File: src/rtl/wb_mem_wt_sequencer_if.sv
`default_nettype none
// ============================================================================
// Module      : wb_mem_wt_sequencer_if
// Description : Bundles the WB store-request handshake and the MEM chunk
//               write port seen by wb_mem_wt_sequencer.
//               slave  = the sequencer itself
//               master = the surrounding WB control logic and MEM model
// Revision    : 1.0 - initial release
// ============================================================================
interface wb_mem_wt_sequencer_if;

  // WB -> sequencer store request
  logic        req_v;
  logic [31:0] req_addr;
  logic [1:0]  req_size;
  logic [63:0] req_data;
  logic [31:0] req_pa1;
  logic [31:0] req_pa2;
  logic        req_stall;

  // Sequencer -> MEM chunk write port
  logic        mem_en;
  logic [31:0] mem_addr;
  logic [7:0]  mem_be;
  logic [63:0] mem_data;
  logic        mem_rdy;
  logic        done;

  modport slave (
    input  req_v, req_addr, req_size, req_data, req_pa1, req_pa2, mem_rdy,
    output req_stall, mem_en, mem_addr, mem_be, mem_data, done
  );

  modport master (
    output req_v, req_addr, req_size, req_data, req_pa1, req_pa2, mem_rdy,
    input  req_stall, mem_en, mem_addr, mem_be, mem_data, done
  );

endinterface
`default_nettype wire

File: src/rtl/wb_mem_wt_sequencer.sv
`default_nettype none
// ============================================================================
// Module      : wb_mem_wt_sequencer
// Description : Turns one write-back store into one or two MEM write chunks.
//               A store that runs past the end of its page is split: the
//               first chunk lands in the PA1 frame, the remainder at offset 0
//               of the PA2 frame. WB is stalled until every chunk is taken.
// Options     : WB_SEQ_BYPASS_EN - when defined, an unsplit request arriving
//               in IDLE is presented to MEM in the same cycle and completes
//               with zero latency if MEM is ready.
// Parameters  : PAGE_BITS - log2 of page size in bytes (must be >= 4).
// Revision    : 1.0 - initial release
// ============================================================================
module wb_mem_wt_sequencer #(
  parameter int PAGE_BITS = 12
) (
  input  wire logic             CLK,
  input  wire logic             CLR,
  wb_mem_wt_sequencer_if.slave  bus
);

  localparam logic [PAGE_BITS:0] c_PAGE_SIZE = {1'b1, {PAGE_BITS{1'b0}}};

  typedef enum logic [1:0] {
    S_IDLE  = 2'd0,
    S_SEND0 = 2'd1,
    S_SEND1 = 2'd2
  } state_t;

  // Contiguous byte-enable mask of n bytes starting at lane 0 (n = 0..8).
  function automatic logic [7:0] f_be_mask(input logic [3:0] n);
    return 8'hFF >> (4'd8 - n);
  endfunction

  // --------------------------------------------------------------------------
  // Chunk geometry of the incoming request. Computed from the live request
  // so the registered path can capture ready-made chunk descriptors and the
  // bypass path can present chunk 0 directly.
  // --------------------------------------------------------------------------
  logic [PAGE_BITS-1:0] w_off;
  logic [3:0]           w_bytes;
  logic [PAGE_BITS:0]   w_end;
  logic [PAGE_BITS:0]   w_room;
  logic                 w_split;
  logic [3:0]           w_bytes0;
  logic [3:0]           w_bytes1;
  logic [31:0]          w_addr0;
  logic [31:0]          w_addr1;
  logic [7:0]           w_be0;
  logic [7:0]           w_be1;
  logic [63:0]          w_data1;

  // Split decision and per-chunk address/enable/data for the request inputs.
  always_comb begin
    w_off    = bus.req_addr[PAGE_BITS-1:0];
    w_bytes  = 4'd1 << bus.req_size;
    // One extra bit so an 8-byte store near the top of the page cannot wrap.
    w_end    = {1'b0, w_off} + {{(PAGE_BITS-3){1'b0}}, w_bytes};
    // Ending exactly on the last byte of the page is still a single chunk.
    w_split  = (w_end > c_PAGE_SIZE);
    w_room   = c_PAGE_SIZE - {1'b0, w_off};
    // When split, the room left in the page is 1..7 bytes and fits in 4 bits.
    w_bytes0 = w_split ? w_room[3:0] : w_bytes;
    w_bytes1 = w_bytes - w_bytes0;
    // The offset is placed verbatim; the frame bits come only from PA1/PA2.
    w_addr0  = {bus.req_pa1[31:PAGE_BITS], w_off};
    w_addr1  = {bus.req_pa2[31:PAGE_BITS], {PAGE_BITS{1'b0}}};
    w_be0    = f_be_mask(w_bytes0);
    w_be1    = f_be_mask(w_bytes1);
    // Second chunk carries the bytes that did not fit, re-aligned to lane 0.
    w_data1  = bus.req_data >> {w_bytes0, 3'b000};
  end

  // Frame-offset bits of PA1/PA2 and the linear page number are not needed.
  logic w_unused;
  assign w_unused = ^{bus.req_pa1[PAGE_BITS-1:0], bus.req_pa2[PAGE_BITS-1:0],
                      bus.req_addr[31:PAGE_BITS], w_room[PAGE_BITS:4]};

  // --------------------------------------------------------------------------
  // State and registered outputs
  // --------------------------------------------------------------------------
  state_t      state_q;
  logic        req_stall_q;
  logic        mem_en_q;
  logic [31:0] mem_addr_q;
  logic [7:0]  mem_be_q;
  logic [63:0] mem_data_q;
  logic        last_q;     // chunk currently presented is the final one
  logic [31:0] addr1_q;    // second chunk, prepared at acceptance time
  logic [7:0]  be1_q;
  logic [63:0] data1_q;

  // Same-cycle presentation of an unsplit request straight from WB.
  logic w_byp;
`ifdef WB_SEQ_BYPASS_EN
  assign w_byp = (state_q == S_IDLE) & bus.req_v & ~w_split & ~CLR;
`else
  assign w_byp = 1'b0;
`endif

  // Sequencer FSM: accepts a request, walks its chunks, returns to IDLE.
  always_ff @(posedge CLK) begin
    if (CLR) begin
      state_q     <= S_IDLE;
      req_stall_q <= 1'b0;
      mem_en_q    <= 1'b0;
      mem_addr_q  <= 32'h0;
      mem_be_q    <= 8'h0;
      mem_data_q  <= 64'h0;
      last_q      <= 1'b0;
      addr1_q     <= 32'h0;
      be1_q       <= 8'h0;
      data1_q     <= 64'h0;
    end else begin
      case (state_q)
        S_IDLE: begin
          // A bypassed store that MEM takes immediately never leaves IDLE.
          if (bus.req_v && !(w_byp && bus.mem_rdy)) begin
            state_q     <= S_SEND0;
            req_stall_q <= 1'b1;
            mem_en_q    <= 1'b1;
            mem_addr_q  <= w_addr0;
            mem_be_q    <= w_be0;
            mem_data_q  <= bus.req_data;
            last_q      <= ~w_split;
            addr1_q     <= w_addr1;
            be1_q       <= w_be1;
            data1_q     <= w_data1;
          end
        end

        S_SEND0: begin
          if (bus.mem_rdy) begin
            if (!last_q) begin
              state_q    <= S_SEND1;
              mem_addr_q <= addr1_q;
              mem_be_q   <= be1_q;
              mem_data_q <= data1_q;
              last_q     <= 1'b1;
            end else begin
              state_q     <= S_IDLE;
              req_stall_q <= 1'b0;
              mem_en_q    <= 1'b0;
              mem_addr_q  <= 32'h0;
              mem_be_q    <= 8'h0;
              mem_data_q  <= 64'h0;
              last_q      <= 1'b0;
            end
          end
        end

        S_SEND1: begin
          if (bus.mem_rdy) begin
            state_q     <= S_IDLE;
            req_stall_q <= 1'b0;
            mem_en_q    <= 1'b0;
            mem_addr_q  <= 32'h0;
            mem_be_q    <= 8'h0;
            mem_data_q  <= 64'h0;
            last_q      <= 1'b0;
          end
        end

        default: begin
          state_q     <= S_IDLE;
          req_stall_q <= 1'b0;
          mem_en_q    <= 1'b0;
          last_q      <= 1'b0;
        end
      endcase
    end
  end

  // --------------------------------------------------------------------------
  // Output drive: registered chunk unless the bypass path is active.
  // --------------------------------------------------------------------------
  logic w_mem_en;
  assign w_mem_en      = mem_en_q | w_byp;
  assign bus.mem_en    = w_mem_en;
  assign bus.mem_addr  = w_byp ? w_addr0      : mem_addr_q;
  assign bus.mem_be    = w_byp ? w_be0        : mem_be_q;
  assign bus.mem_data  = w_byp ? bus.req_data : mem_data_q;
  assign bus.req_stall = req_stall_q;
  // Completion is seen in the cycle MEM takes the final chunk.
  assign bus.done      = w_mem_en & bus.mem_rdy & (w_byp | last_q);

endmodule
`default_nettype wire

File: src/flat_wrapper.sv
// flat-port wrapper written by rule: the top's interface ports become plain ports
module wb_mem_wt_sequencer_flat 
#(
  parameter int PAGE_BITS = 12
)
  (CLK, CLR, bus_req_v, bus_req_addr, bus_req_size, bus_req_data, bus_req_pa1, bus_req_pa2, bus_mem_rdy, bus_req_stall, bus_mem_en, bus_mem_addr, bus_mem_be, bus_mem_data, bus_done);
  wb_mem_wt_sequencer_if bus_i ();
  input  wire logic CLK;
  input  wire logic CLR;
  input wire logic [$bits(bus_i.req_v)-1:0] bus_req_v;
  input wire logic [$bits(bus_i.req_addr)-1:0] bus_req_addr;
  input wire logic [$bits(bus_i.req_size)-1:0] bus_req_size;
  input wire logic [$bits(bus_i.req_data)-1:0] bus_req_data;
  input wire logic [$bits(bus_i.req_pa1)-1:0] bus_req_pa1;
  input wire logic [$bits(bus_i.req_pa2)-1:0] bus_req_pa2;
  input wire logic [$bits(bus_i.mem_rdy)-1:0] bus_mem_rdy;
  output wire logic [$bits(bus_i.req_stall)-1:0] bus_req_stall;
  output wire logic [$bits(bus_i.mem_en)-1:0] bus_mem_en;
  output wire logic [$bits(bus_i.mem_addr)-1:0] bus_mem_addr;
  output wire logic [$bits(bus_i.mem_be)-1:0] bus_mem_be;
  output wire logic [$bits(bus_i.mem_data)-1:0] bus_mem_data;
  output wire logic [$bits(bus_i.done)-1:0] bus_done;
  assign bus_i.req_v = bus_req_v;
  assign bus_i.req_addr = bus_req_addr;
  assign bus_i.req_size = bus_req_size;
  assign bus_i.req_data = bus_req_data;
  assign bus_i.req_pa1 = bus_req_pa1;
  assign bus_i.req_pa2 = bus_req_pa2;
  assign bus_i.mem_rdy = bus_mem_rdy;
  assign bus_req_stall = bus_i.req_stall;
  assign bus_mem_en = bus_i.mem_en;
  assign bus_mem_addr = bus_i.mem_addr;
  assign bus_mem_be = bus_i.mem_be;
  assign bus_mem_data = bus_i.mem_data;
  assign bus_done = bus_i.done;
  wb_mem_wt_sequencer #(.PAGE_BITS(PAGE_BITS)) u_core (.CLK(CLK), .CLR(CLR), .bus(bus_i));
endmodule
File: config.mk
export PLATFORM = sky130hd
export DESIGN_NAME = wb_mem_wt_sequencer_flat
export DESIGN_NICKNAME = d
export VERILOG_FILES = /design/src/rtl/wb_mem_wt_sequencer_if.sv /design/src/rtl/wb_mem_wt_sequencer.sv /design/src/flat_wrapper.sv
export SDC_FILE = /design/constraint.sdc
export NUM_CORES = 1
export LEC_CHECK = 0
export CORE_MARGIN = 8
export CORE_UTILIZATION = 36
export CTS_CLUSTER_SIZE = 12
export DETAILED_ROUTE_END_ITERATION = 8
export SETUP_SLACK_MARGIN = 0.3
export SYNTH_ARGS = -nofsm -noshare
export SYNTH_HDL_FRONTEND = slang
export SYNTH_SLANG_ARGS = --single-unit
File: constraint.sdc
create_clock -name CLK -period 7.8 [get_ports CLK]
set_input_delay 1.95 -clock CLK [delete_from_list [all_inputs] [get_ports CLK]]
set_output_delay 1.95 -clock CLK [all_outputs]
set_load 0.02 [all_outputs]
==> results.toml <==
[worst_setup_path]
critPathCaptureType = "register"
r2r_cells = 10
ff2ff_setup_slack_ns = 4.47
critPathRequiredTime_ns = 8.09
crit_type = "in2reg"
rr_endpoint = "u_core.data1_q[3]$_SDFFE_PP0P_"
crit_fanout = 61
critPathLaunchType = "input port"
worst_ep_arrival_time_ns = 7.23
r2r-start = "u_core.state_q[0]$_SDFFE_PP0P_"

[logic_synthesis]
ys_seq_area_share_pct = 39.0
yosysWarnings = 0
syn_avg_cell_area_um2 = 8.25
synth_edf_count = 0
syn_nets = 1424
syn_inst = 1245
synth.distinct_cells = 74
ys.flop_type = "dfxtp_1"
syn_area_um2 = 10300
synth-async-reset-ratio_pct = 0
synth-seq-cells = 200

[floorplan]
chipWidth_um = 185
rows = 62
core_area_um2 = 28400
initial_core_util_pct = 36.2
die_area_um2 = 34200
chipHeight_um = 185
ios = 273

[cells_and_area]
area_growth_pct = 29.7
n_fill_cell = 2862
antenna_cells = 0
drive_gt1_share_pct = 6.99
final_nets = 1569
fin_area_um2 = 13300
final_common_cell = "clkdlybuf4s50_1"
final_cell_mix = "clkdlybuf4s50_1, dfxtp_1, nor2_1, a21oi_1, nand2_1"

[route]
wl_per_cell_um = 22.6
viasPerCell = 5.93
dr.first_iter.drc_count = 1031
drtPass1Iterations = 6
antenna_left = 0
drc = 0
wirelength_um = 40500
vias = 10600

[clock_tree]
cts_tree = "built"
worstSkewPairLatency_ns = 0.45
post_cts_buffers = 0
htreeDepth = 4
clk_pin_slew_ns = 0.08
cts_sinks = 200
cts_hold_buf = 0
cts_root_buffer = "clkbuf_16"
cts_buffers = 17
clockBufferDepth = 2
cts-resized-gates = 0

[status]
outcome = "finished clean"

[timing]
skew_ns = 0.0125
timing.hold.ws_ns = 0.450
maxSlewViolCount = 0
post-route-min-period_ns = 6.94
tns_ns = 0
relSlewSlack_pct = 20.0
fin_crit_sh_pct = 89.0
setup_violations = 0
hold_viol_final = 0
max_slew.worst_pin.slew_ns = 1.20
fmax_ghz = 0.144
grt_setup_unrepaired = "no"

[pwr]
vdd_drop_max_mv = 0.134
pwr_density_cell_nw_per_um2 = 238
p_leak_nw = 4.79
power_frac_clock_pct = 30.8
p_int_mw = 2.04
pwr-share-comb_pct = 31.0
p_sw_mw = 1.13
p_seq_share_pct = 38.3
power_mw = 3.17
swShare_pct = 35.7

[grt]
grt_max_degree = 100
first_global_vias = 10200
overflow = 0
antenna_found_initial = 2
grt_pass1_wl_um = 61200
track_usage_pct = 23.0

[placed_design]
hpwl_um = 27700
place.gp.congestion = 0.923
place_area_um2 = 12700
io_buffers = 228

[worst_hold_path]
hp-start = "u_core.be1_q[5]$_SDFFE_PP0P_"
worst_hold_path_type = "reg2reg"
whs_endpoint = "u_core.be1_q[5]$_SDFFE_PP0P_"
holdPathStages = 2

[job]
max_cap_viol_count = 0
routing by layer:
layer | track usage, % | up-vias | part of all wire, %
li1 | - | 4976 | -
met2 | 35.8 | 468 | 45
met5 | 0 | - | 0.074
met1 | 29.9 | 5056 | 43
met3 | 5.08 | 89 | 8.3
met4 | 10.6 | 4 | 4.4
power groups by stage:
stage                     Clock (mW)  Combinational [mW]  Sequential [mW]
final                          0.977               0.983             1.21
after global routing            1.03                1.06             1.23
after CTS                      0.994               0.991             1.21
after detailed placement           0               0.987             1.24
after global placement             0               0.984             1.23
after floorplan                    0               0.464             1.33
kinds of logic (layout without fill, tap and decap cells):
logic type	after synthesis	after routing	share of synthesized area, %
AO/OA/AOI/OAI	439	439	31.5
XOR/XNOR	8	8	0.682
adder cells (fa/ha/maj)	15	15	1.85
buffers and inverters	154	312	6.36
flip-flops	200	200	39.0
multiplexers	30	30	3.24
AND/OR/NAND/NOR	399	399	17.4
metrics by stage:
| stage | utilization, % | worst slack [ns] | cells |
|---|---|---|---|
| after global placement | 44.7 | 0.447 | 1755 |
| after CTS | 46.9 | 0.921 | 1787 |
| final | 46.9 | 0.858 | 1787 |
| after global routing | 46.9 | 0.488 | 1787 |
| after floorplan | - | 0.996 | 1245 |
| after detailed placement | 44.7 | 0.469 | 1755 |
layout make-up:
| class | instances | area, um^2 | area share (%) |
|---|---|---|---|
| multi-input cells | 891 | 5640 | 42.3 |
| inverters | 29 | 110 | 0.826 |
| clock inverters | 14 | 208 | 1.56 |
| well taps | 384 | 480 | 3.61 |
| flip-flops and latches | 200 | 4000 | 30.0 |
| repair buffers | 251 | 2460 | 18.4 |
| clock buffers | 18 | 429 | 3.22 |
synthesized netlist by cell type, drive strengths merged, types with 3 or more instances:
| cell type | number | area [um^2] |
|---|---|---|
| and2 | 9 | 56.3 |
| nand3b | 12 | 90.1 |
| mux2 | 23 | 263 |
| a211oi | 15 | 118 |
| dfxtp | 200 | 4000 |
| o21a | 3 | 30.0 |
| or2 | 5 | 31.3 |
| and3 | 6 | 37.5 |
| xor2 | 3 | 26.3 |
| a2111oi | 3 | 33.8 |
| a221oi | 92 | 818 |
| o21ai | 31 | 181 |
| a2bb2oi | 4 | 35.0 |
| xnor2 | 5 | 43.8 |
| clkbuf | 92 | 347 |
| inv | 29 | 109 |
| a22oi | 18 | 135 |
| nor2b | 4 | 25.0 |
| a21oi | 116 | 581 |
| buf | 33 | 198 |
| ha | 12 | 150 |
| o31ai | 19 | 156 |
| o211ai | 74 | 566 |
| nand2 | 95 | 357 |
| nor2 | 136 | 510 |
| a211o | 17 | 149 |
| nor3 | 94 | 475 |
| mux2i | 7 | 70.1 |
| a222oi | 11 | 110 |
| o211a | 8 | 80.1 |
| a31oi | 10 | 62.6 |
| nand3 | 31 | 155 |
registers in the layout, indices dropped and copies added (netlist names):
name,cells
u_core.bus.mem_addr,32
u_core.data1_q,64
u_core.bus.req_stall,1
u_core.addr1_q,20
u_core.state_q,2
u_core.be1_q,8
u_core.bus.mem_be,8
u_core.bus.mem_data,64
u_core.last_q,1
worst max-delay path: stages:
cell and delay, ns:
clkdlybuf4s50_1 0.62, nand2b_1 0.42, xnor2_1 0.21, ha_1 0.28, or2_0 0.23, nor3b_1 0.14
a2111oi_0 0.48, and3_1 0.27, o2111ai_4 0.22, o21a_4 0.32, buf_4 0.33, o21ai_4 0.37
inv_2 0.24, ha_1 0.34, inv_1 0.05, maj3_1 0.36, a221oi_1 0.29, a2111oi_1 0.10
worst max-delay path by stage:
stage,from,endpoint,slack (ns),cells after the start
2_1_floorplan,bus_req_size[1],u_core.be1_q[5]$_SDFFE_PP0P_,1.0,25
3_3_place_gp,bus_req_size[1],u_core.bus.mem_be[2]$_SDFFE_PP0P_,0.45,18
3_5_place_dp,bus_req_size[1],u_core.bus.mem_be[2]$_SDFFE_PP0P_,0.47,18
4_1_cts,bus_req_size[1],u_core.bus.mem_be[2]$_SDFFE_PP0P_,0.92,18
5_1_grt,bus_req_size[1],u_core.bus.mem_be[2]$_SDFFE_PP0P_,0.49,18
6_report,bus_req_size[1],u_core.bus.mem_be[2]$_SDFFE_PP0P_,0.86,18
(Power assumes the default switching activity.)
